--- src/rtl/bus_arbiter_if.sv ---
// Shared-bus arbitration signals between the bus masters and bus_arbiter.
// The slave modport is the arbiter's view; the master modport is the agents' view.
interface bus_arbiter_if;
  logic [3:0] request;
  logic [3:0] grant;
  logic       begin_transactionIN;
  logic       end_transactionIN;
  logic       bus_busy;
  logic [1:0] active_master;
  logic       timeout_pulse;

  modport slave (
    input  request, begin_transactionIN, end_transactionIN,
    output grant, bus_busy, active_master, timeout_pulse
  );

  modport master (
    output request, begin_transactionIN, end_transactionIN,
    input  grant, bus_busy, active_master, timeout_pulse
  );
endinterface

--- src/rtl/bus_arbiter.sv ---
// Four-master round-robin shared-bus arbiter with a one-cycle registered grant.
// Define BUS_ARBITER_TIMEOUT_EN to revoke a grant whose begin never arrives.
module bus_arbiter #(
  parameter int TIMEOUT_CYCLES = 16
) (
  input logic         clock,
  input logic         n_reset,
  bus_arbiter_if.slave bus
);

  localparam logic [1:0] S_IDLE       = 2'd0;
  localparam logic [1:0] S_GRANT      = 2'd1;
  localparam logic [1:0] S_WAIT_BEGIN = 2'd2;
  localparam logic [1:0] S_BUSY       = 2'd3;

  logic [1:0] r_state;
  logic [1:0] w_state_next;
  logic [1:0] r_last_grant;
  logic [3:0] r_grant;
  logic [1:0] w_winner;
  logic       w_found;

  // Round-robin search starting just after the previous owner.
  always_comb begin
    logic [1:0] v_idx;
    w_winner = r_last_grant;
    w_found  = 1'b0;
    for (int k = 1; k <= 4; k++) begin
      v_idx = r_last_grant + 2'(k);
      if (!w_found && bus.request[v_idx]) begin
        w_winner = v_idx;
        w_found  = 1'b1;
      end
    end
  end

`ifdef BUS_ARBITER_TIMEOUT_EN
  localparam int CNT_W = (TIMEOUT_CYCLES > 2) ? $clog2(TIMEOUT_CYCLES) : 1;

  logic [CNT_W-1:0] r_wait_cnt;
  logic             r_timeout;
  logic             w_timeout;
  logic             w_wait_expired;

  // The count reaches TIMEOUT_CYCLES-1 on this edge, i.e. TIMEOUT_CYCLES cycles after the grant.
  assign w_wait_expired = (r_wait_cnt == CNT_W'(TIMEOUT_CYCLES - 2));

  always_ff @(posedge clock or negedge n_reset) begin
    if (!n_reset) begin
      r_wait_cnt <= '0;
      r_timeout  <= 1'b0;
    end else begin
      r_timeout <= w_timeout;
      if (r_state == S_GRANT) begin
        r_wait_cnt <= '0;
      end else if (r_state == S_WAIT_BEGIN) begin
        r_wait_cnt <= r_wait_cnt + CNT_W'(1);
      end
    end
  end

  assign bus.timeout_pulse = r_timeout;
`else
  assign bus.timeout_pulse = 1'b0;
`endif

  // NOTE: every variable assigned in this block gets a default first, so no latch is inferred.
  always_comb begin
    w_state_next = r_state;
`ifdef BUS_ARBITER_TIMEOUT_EN
    w_timeout    = 1'b0;
`endif
    case (r_state)
      S_IDLE:       if (w_found) w_state_next = S_GRANT;
      S_GRANT:      w_state_next = S_WAIT_BEGIN;
      S_WAIT_BEGIN: begin
        // end wins over begin so an error-terminated transfer frees the bus.
        if (bus.end_transactionIN) begin
          w_state_next = S_IDLE;
        end else if (bus.begin_transactionIN) begin
          w_state_next = S_BUSY;
`ifdef BUS_ARBITER_TIMEOUT_EN
        end else if (w_wait_expired) begin
          w_state_next = S_IDLE;
          w_timeout    = 1'b1;
`endif
        end
      end
      S_BUSY:       if (bus.end_transactionIN) w_state_next = S_IDLE;
      default:      w_state_next = S_IDLE;
    endcase
  end

  // NOTE: sequential state uses non-blocking assignments so all registers update together.
  always_ff @(posedge clock or negedge n_reset) begin
    if (!n_reset) begin
      r_state      <= S_IDLE;
      r_grant      <= '0;
      r_last_grant <= 2'd3;
    end else begin
      r_state <= w_state_next;
      r_grant <= '0;
      if (r_state == S_IDLE && w_found) begin
        r_grant      <= 4'b0001 << w_winner;
        r_last_grant <= w_winner;
      end
    end
  end

  assign bus.grant         = r_grant;
  assign bus.bus_busy      = (r_state != S_IDLE);
  assign bus.active_master = r_last_grant;

endmodule

--- src/flat_wrapper.sv ---
// flat-port wrapper written by rule: the top's interface ports become plain ports
module bus_arbiter_flat 
#(
  parameter int TIMEOUT_CYCLES = 16
)
  (clock, n_reset, bus_request, bus_begin_transactionIN, bus_end_transactionIN, bus_grant, bus_bus_busy, bus_active_master, bus_timeout_pulse);
  bus_arbiter_if bus_i ();
  input logic clock;
  input logic n_reset;
  input wire logic [$bits(bus_i.request)-1:0] bus_request;
  input wire logic [$bits(bus_i.begin_transactionIN)-1:0] bus_begin_transactionIN;
  input wire logic [$bits(bus_i.end_transactionIN)-1:0] bus_end_transactionIN;
  output wire logic [$bits(bus_i.grant)-1:0] bus_grant;
  output wire logic [$bits(bus_i.bus_busy)-1:0] bus_bus_busy;
  output wire logic [$bits(bus_i.active_master)-1:0] bus_active_master;
  output wire logic [$bits(bus_i.timeout_pulse)-1:0] bus_timeout_pulse;
  assign bus_i.request = bus_request;
  assign bus_i.begin_transactionIN = bus_begin_transactionIN;
  assign bus_i.end_transactionIN = bus_end_transactionIN;
  assign bus_grant = bus_i.grant;
  assign bus_bus_busy = bus_i.bus_busy;
  assign bus_active_master = bus_i.active_master;
  assign bus_timeout_pulse = bus_i.timeout_pulse;
  bus_arbiter #(.TIMEOUT_CYCLES(TIMEOUT_CYCLES)) u_core (.clock(clock), .n_reset(n_reset), .bus(bus_i));
endmodule
--- config.mk ---
export PLATFORM = sky130hd
export DESIGN_NAME = bus_arbiter_flat
export DESIGN_NICKNAME = d
export VERILOG_FILES = /design/src/rtl/bus_arbiter_if.sv /design/src/rtl/bus_arbiter.sv /design/src/flat_wrapper.sv
export SDC_FILE = /design/constraint.sdc
export NUM_CORES = 1
export LEC_CHECK = 0
export BUFFER_PORTS_ARGS = -buffer_cell sky130_fd_sc_hd__buf_2
export CORE_AREA = 2 2 39 41
export CTS_CLUSTER_DIAMETER = 150
export DETAILED_ROUTE_END_ITERATION = 6
export DIE_AREA = 0 0 41 43
export PLACE_DENSITY = 0.67
export SLEW_MARGIN = 20
export SYNTH_ARGS = -nofsm -noshare
export SYNTH_HDL_FRONTEND = slang
export SYNTH_SLANG_ARGS = --single-unit
--- constraint.sdc ---
create_clock -name clock -period 1.7 [get_ports clock]
set_input_delay 0.34 -clock clock [delete_from_list [all_inputs] [get_ports clock]]
set_output_delay 0.34 -clock clock [all_outputs]
set_load 0.02 [all_outputs]
==> flow_summary_export.csv, run 1 <==
group,metric,value,unit
clock_network,numClockSinks,8,
synth,yosys.area.top_type_share,32.4,%
sta,hold_violations,0,
layout,final_area,577,µm²
setup_path,crit_fanout,3,
setup_path,cp.required,1.36,ns
layout,final_nets,76,
setup_path,ff2ff_setup_slack,0.30,ns
synth,syn_area,463,µm²
sta,hold-worst-slack,0.285,ns
global_route,met3_usage,1.57,%
synth,synth-simple-area-share,23.2,%
sta,fmax,692,MHz
detailed_routing,via_per_inst,4.75,
layout,nFillCells,150,
detailed_routing,drtIter0Drc,11,
detailed_routing,drc,0,
global_route,grt_overflow,0,
detailed_routing,dr.pass1.iters,3,
die,num_rows,14,
synth,ys_types,26,
global_route,grt_use_met2,18.4,%
synth,synth_fp_nets,58,
sta,setup_tns,0,ns
synth,synth_largest_area_cell,"dfrtp_1",
global_route,grt-busiest-layer,"met2",
die,start_util,33.5,%
clock_network,postCtsSetupBuffers,0,
layout,drive_gt1_share,32.8,%
sta,grt_setup_unrepaired,"false",
status,status,"complete, no violations",
power_and_ir_drop,leakage,0.280,nW
detailed_routing,vias,394,
synth,synth_compound_area_share,23.8,%
global_route,met1_usage,17.9,%
sta,post-route-period-util,85.0,%
layout,layout.cells.non_filler,83,
die,dieArea,0.00176,mm²
power_and_ir_drop,powerDensity,1750,mW/mm²
setup_path,r2r-end,"u_core.bus.grant[3]$_DFF_PN0_",
sta,fin_ws,0.255,ns
sta,drv_slew,0,
setup_path,crit_start,"u_core.r_state[1]$_DFFE_PN0P_",
synth,synth_top_family_by_area,"compound AO/OA/AOI/OAI gates",
die,ioPinCount,16,
setup_path,worstSetupPathType,"reg2out",
setup_path,startpoint_type,"flip-flop",
clock_network,clkSlewWorstSetupHoldPaths,0.05,ns
synth,yosys.area_share.adder,0,%
power_and_ir_drop,peakVddDrop,0.000615,V
setup_path,cp.arrival,1.11,ns
detailed_routing,wl_per_cell,11.8,µm
die,die_h,43,µm
detailed_routing,wl,981,µm
die,design.core.area,0.00138,mm²
place,place_ws,0.247,ns
worst_hold_path,holdPathStages,2,
synth,synth_ff_type,"dfrtp_1",
global_route,grt.total_usage,12.9,%
global_route,grt_start_max_net_pins,12,
global_route,antenna_found_initial,0,
sta,skew,0.00941,ns
clock_network,htreeDepth,1,
setup_path,critPathCaptureType,"primary output",
synth,synth.area.top_cells,"dfrtp_1 32%, dfstp_2 11%, o41ai_4 5.9%, nor3_1 4.3%, o21ai_1 4.3%",
place,placed_area,541,µm²
synth,syn_area_per_cell,9.26,µm²
clock_network,clk_latency,0.25,ns
run,cap_violations,0,
clock_network,cts_buffer_depth,2,
global_route,grt_pass1_vias,381,
synth,muxShareOfSynthArea,3.24,%
die,die_w,41,µm
layout,diodes,0,
clock_network,post_cts_resized,0,
synth,synthArstFlopShare,100,%
synth,synth_xor_area_share,0,%
place,port_buffers,14,
layout,area_growth,24.6,%
place,place_hpwl,744,µm
global_route,grt_pass1_wl,1550,µm
sta,period_minus_slack,1.45,ns
place,gp_congestion,0.715,
setup_path,reg2reg_depth,4,
synth,ys_ff_latch,8,
clock_network,cts-root-buf,"clkbuf_4",
sta,finalSetupViolCount,0,
synth,synth_edf_count,0,
setup_path,cp-endpoint,"bus_bus_busy",
setup_path,rr_startpoint,"u_core.bus.active_master[0]$_DFFE_PN1P_",
synth,ys_warn_count,0,
detailed_routing,ant_nets,0,
clock_network,cts_buffers,3,
synth,ys_seq_area_share,43.8,%
worst_hold_path,min_path_type,"in2reg",
place,dp.cells,78,
clock_network,cts_tree,"yes",
synth,synth_cells,50,
## cell usage after synthesis (all sizes together), types with 2 or more instances
cell,count
dfstp,2
nor3,4
o41ai,2
nor2,5
dfrtp,6
o21ai,4
nand2b,2
buf,2
a21oi,3
or2,3
inv,3
nand2,3
nor2b,2
## metal layers
layer,up-vias,share of wire (%)
met2,9,47
met3,0,3.4
met4,0,0
met5,-,0
met1,178,50
li1,207,-
## critical path: stages, from the launching register on
cell and delay, ns:
dfrtp_1 0.39, nor2_2 0.20, inv_1 0.10, buf_2 0.17
## worst min-delay path by stage
stage	startpoint	endpoint	slack [ns]
floorplan	n_reset	u_core.bus.grant[0]$_DFF_PN0_	0.04
global placement	n_reset	u_core.bus.grant[1]$_DFF_PN0_	0.19
detailed placement	n_reset	u_core.bus.grant[1]$_DFF_PN0_	0.19
CTS	bus_end_transactionIN	u_core.r_state[1]$_DFFE_PN0P_	0.28
global route	bus_end_transactionIN	u_core.r_state[1]$_DFFE_PN0P_	0.29
finish	bus_end_transactionIN	u_core.r_state[1]$_DFFE_PN0P_	0.28
## area by class of cell
cell class                 count  area (µm²)  share of cell area, %
clock buffer                   4        26.3                   4.56
multi-input combinational     37         236                   41.0
sequential                     8         203                   35.1
tap                           16        20.0                   3.47
timing repair buffer          15        80.1                   13.9
inverter                       3        11.3                   1.95
## registers in the layout, summed over array words and instances (netlist names)
| signal | count |
|---|---|
| u_core.r_state | 2 |
| u_core.bus.active_master | 2 |
| u_core.bus.grant | 4 |
## report_power, final
group	internal (mW)	leakage, nW	switching [mW]	total (mW)
logic	0.206	0.166	0.288	0.493
clock network	0.0896	0.0150	0.0623	0.152
registers	0.286	0.0995	0.0801	0.366
## per-stage QoR
stage	total power, mW	utilization (%)
floorplan	0.722	-
global placement	0.855	39.1
detailed placement	0.856	39.1
CTS	1.02	41.7
global route	1.09	41.7
finish	1.01	41.7
## what timing repair did
item | 4_1_cts | 5_1_grt
endpoints found under the hold margin | 6 | 0
endpoints found under the setup margin | 0 | 0
hold buffers | 1 | 0
## placed cells by master (no fill, tap or decap), types with 2 or more instances in the layout
cell and n:
buf_2 14, dfrtp_1 6, o21ai_1 4, nor2_1 4, nor3_1 4, inv_1 3, a21oi_1 3, nand2_1 3
clkbuf_4 3, nand2b_1 2, or2_0 2, nor2b_1 2, dfstp_2 2
## kinds of logic after synthesis
kind of cell,count (synthesis)
AND/OR/NAND/NOR,21
AO/OA/AOI/OAI,14
flip-flops,8
buffers and inverters,5
multiplexers,1
other,1
No activity file was read; power rests on OpenSTA's default activity.
==> run 2: changes to the inputs <==
- CORE_AREA: 2 2 39 41 -> 8 8 45 47
- DIE_AREA: 0 0 41 43 -> 0 0 53 55
- GPL_TIMING_DRIVEN: default -> 0
==> run 2 against run 1 <==
Via count grew 6.6%. Clock skew shrank 0.0041 ns. Total power shrank 0.11%. Worst setup slack lost 0.0085 ns. Critical path depth is the same. Cell area grew 2.2%. Non-clock buffer count grew 2. Wire length grew 5.8%. Final cell count grew 2.4%. Global-route usage shrank 5.0 points. Core utilization grew 0.90 points. Highest routed layer is now met4.
==> flow_summary_export.csv, run 2 (synthesis results as in run 1) <==
group,metric,value,unit
die,die_w,53,µm
clock_network,cts_buffers,3,
die,dieArea,0.00292,mm²
place,dp.cells,80,
global_route,grt_pass1_vias,392,
global_route,grt_overflow,0,
detailed_routing,vias,420,
setup_path,ff2ff_setup_slack,0.27,ns
power_and_ir_drop,powerDensity,1710,mW/mm²
die,ioPinCount,16,
detailed_routing,dr.pass1.iters,2,
global_route,grt.total_usage,7.93,%
setup_path,worstSetupPathType,"reg2out",
detailed_routing,ant_nets,0,
setup_path,crit_chain,"nor2_2 > inv_1 > buf_2",
clock_network,cts-root-buf,"clkbuf_4",
detailed_routing,via_per_inst,4.94,
die,start_util,33.5,%
layout,final_cell_mix,"15 x buf_2, 6 x dfrtp_1, 4 x o21ai_1, 4 x nor2_1, 4 x nor3_1",
global_route,grt_pass1_wl,1680,µm
layout,regArea,203,µm²
global_route,antenna_found_initial,0,
clock_network,cts_tree,"yes",
clock_network,cts_buffer_depth,2,
setup_path,critPathCaptureType,"primary output",
clock_network,clk_latency,0.25,ns
setup_path,startpoint_type,"flip-flop",
setup_path,crit_start,"u_core.r_state[1]$_DFFE_PN0P_",
setup_path,worst-path-buf-inv,2,
setup_path,slowest_delay,0.40,ns
setup_path,worstSetupPathDepth,3,
sta,hold_violations,0,
setup_path,crit_path_top_delay_cell,"dfrtp_1",
setup_path,cp_top_family,"flip-flops",
layout,mostFrequentLayoutCell,"buf_2",
detailed_routing,wl,1040,µm
sta,grt_setup_unrepaired,"false",
sta,fmax,688,MHz
die,num_rows,14,
die,design.core.area,0.00138,mm²
sta,finalSetupViolCount,0,
layout,diodes,0,
setup_path,reg2reg_depth,5,
detailed_routing,drtIter0Drc,11,
sta,skew,0.00531,ns
place,place_hpwl,805,µm
setup_path,r2r-end,"u_core.bus.grant[1]$_DFF_PN0_",
clock_network,numClockSinks,8,
setup_path,cp.required,1.36,ns
clock_network,htreeDepth,1,
setup_path,crit_fanout,3,
worst_hold_path,min_path_type,"in2reg",
detailed_routing,drc,0,
setup_path,cp.arrival,1.11,ns
layout,final_area,589,µm²
clock_network,clkSlewWorstSetupHoldPaths,0.05,ns
die,die_h,55,µm
layout,layout.cells.non_filler,85,
sta,post-route-period-util,85.5,%
layout,largest_register_ffs,4,
place,placed_area,553,µm²
status,status,"complete, no violations",
detailed_routing,wl_per_cell,12.2,µm
place,gp_congestion,0.797,
power_and_ir_drop,peakVddDrop,0.000627,V
layout,multi_input_area,236,µm²
setup_path,cp-endpoint,"bus_bus_busy",
sta,period_minus_slack,1.45,ns
place,port_buffers,14,
sta,drv_slew,0,
sta,hold-worst-slack,0.294,ns
layout,drive_gt1_share,34.8,%
power_and_ir_drop,leakage,0.290,nW
layout,final_nets,78,
run,cap_violations,0,
layout,nFillCells,135,
setup_path,rr_startpoint,"u_core.bus.active_master[1]$_DFFE_PN1P_",
sta,setup_tns,0,ns
global_route,grt_start_max_net_pins,11,
layout,area_growth,27.3,%
clock_network,postCtsSetupBuffers,0,
[run 2: changes by cell type in the layout (fill, tap and decap cells not counted)]
cell   previous run  this run
buf_4             0         1
buf_2            14        15
[run 2: worst register-to-register path, delay by kind of cell, from the launching register on]
| kind | cells | cell delay [ns] |
|---|---|---|
| AOI/OAI and AO/OA | 2 | 0.38 |
| DFF | 1 | 0.52 |
| buffers and inverters | 1 | 0.18 |
| and+or+nand+nor | 2 | 0.24 |
[run 2: report_power, final]
part | total [mW] | switching [mW] | internal [mW]
sequential | 0.340 | 0.0561 | 0.284
clock | 0.151 | 0.0615 | 0.0896
combinational | 0.519 | 0.304 | 0.215
[run 2: per-layer routing]
metal / global-route usage [%] / wire length (µm) / part of all wire, % / vias up
met1: 8.53 / 473 / 46 / 199
met3: 1.34 / 44 / 4.2 / 2
met5: 0 / 0 / 0 / -
met4: 9.05 / 26 / 2.5 / 0
met2: 12.3 / 494 / 48 / 9
li1: - / - / - / 210
[run 2: timing repair]
item                      4_1_cts  5_1_grt
hold buffers                    1        0
resized for setup               0        0
hold endpoints to repair        6        0
[run 2: worst min path at each step]
stage / cells after the start / startpoint / slack, ns / end
after floorplan: 0 / n_reset / 0.04 / u_core.bus.grant[0]$_DFF_PN0_
after global placement: 1 / n_reset / 0.18 / u_core.bus.grant[3]$_DFF_PN0_
after CTS: 2 / bus_end_transactionIN / 0.28 / u_core.r_state[1]$_DFFE_PN0P_
after detailed placement: 1 / n_reset / 0.19 / u_core.bus.grant[1]$_DFF_PN0_
final: 2 / bus_end_transactionIN / 0.29 / u_core.r_state[1]$_DFFE_PN0P_
after global routing: 2 / bus_end_transactionIN / 0.28 / u_core.r_state[1]$_DFFE_PN0P_
[run 2: per-stage QoR]
stage	total power, mW	util (%)	setup WS (ns)
2_1_floorplan	0.722	-	0.287
3_3_place_gp	0.854	40.0	0.282
6_report	1.01	42.6	0.246
4_1_cts	1.02	42.6	0.232
5_1_grt	1.09	42.6	0.154
3_5_place_dp	0.863	40.0	0.272
[run 2: layout make-up]
type                            instances  area share (%)
Buffer                                  2            2.12
Sequential cell                         8            34.4
Inverter                                3            1.91
Clock buffer                            4            4.46
Multi-Input combinational cell         37            40.1
Tap cell                               16            3.40
Timing Repair Buffer                   15            13.6
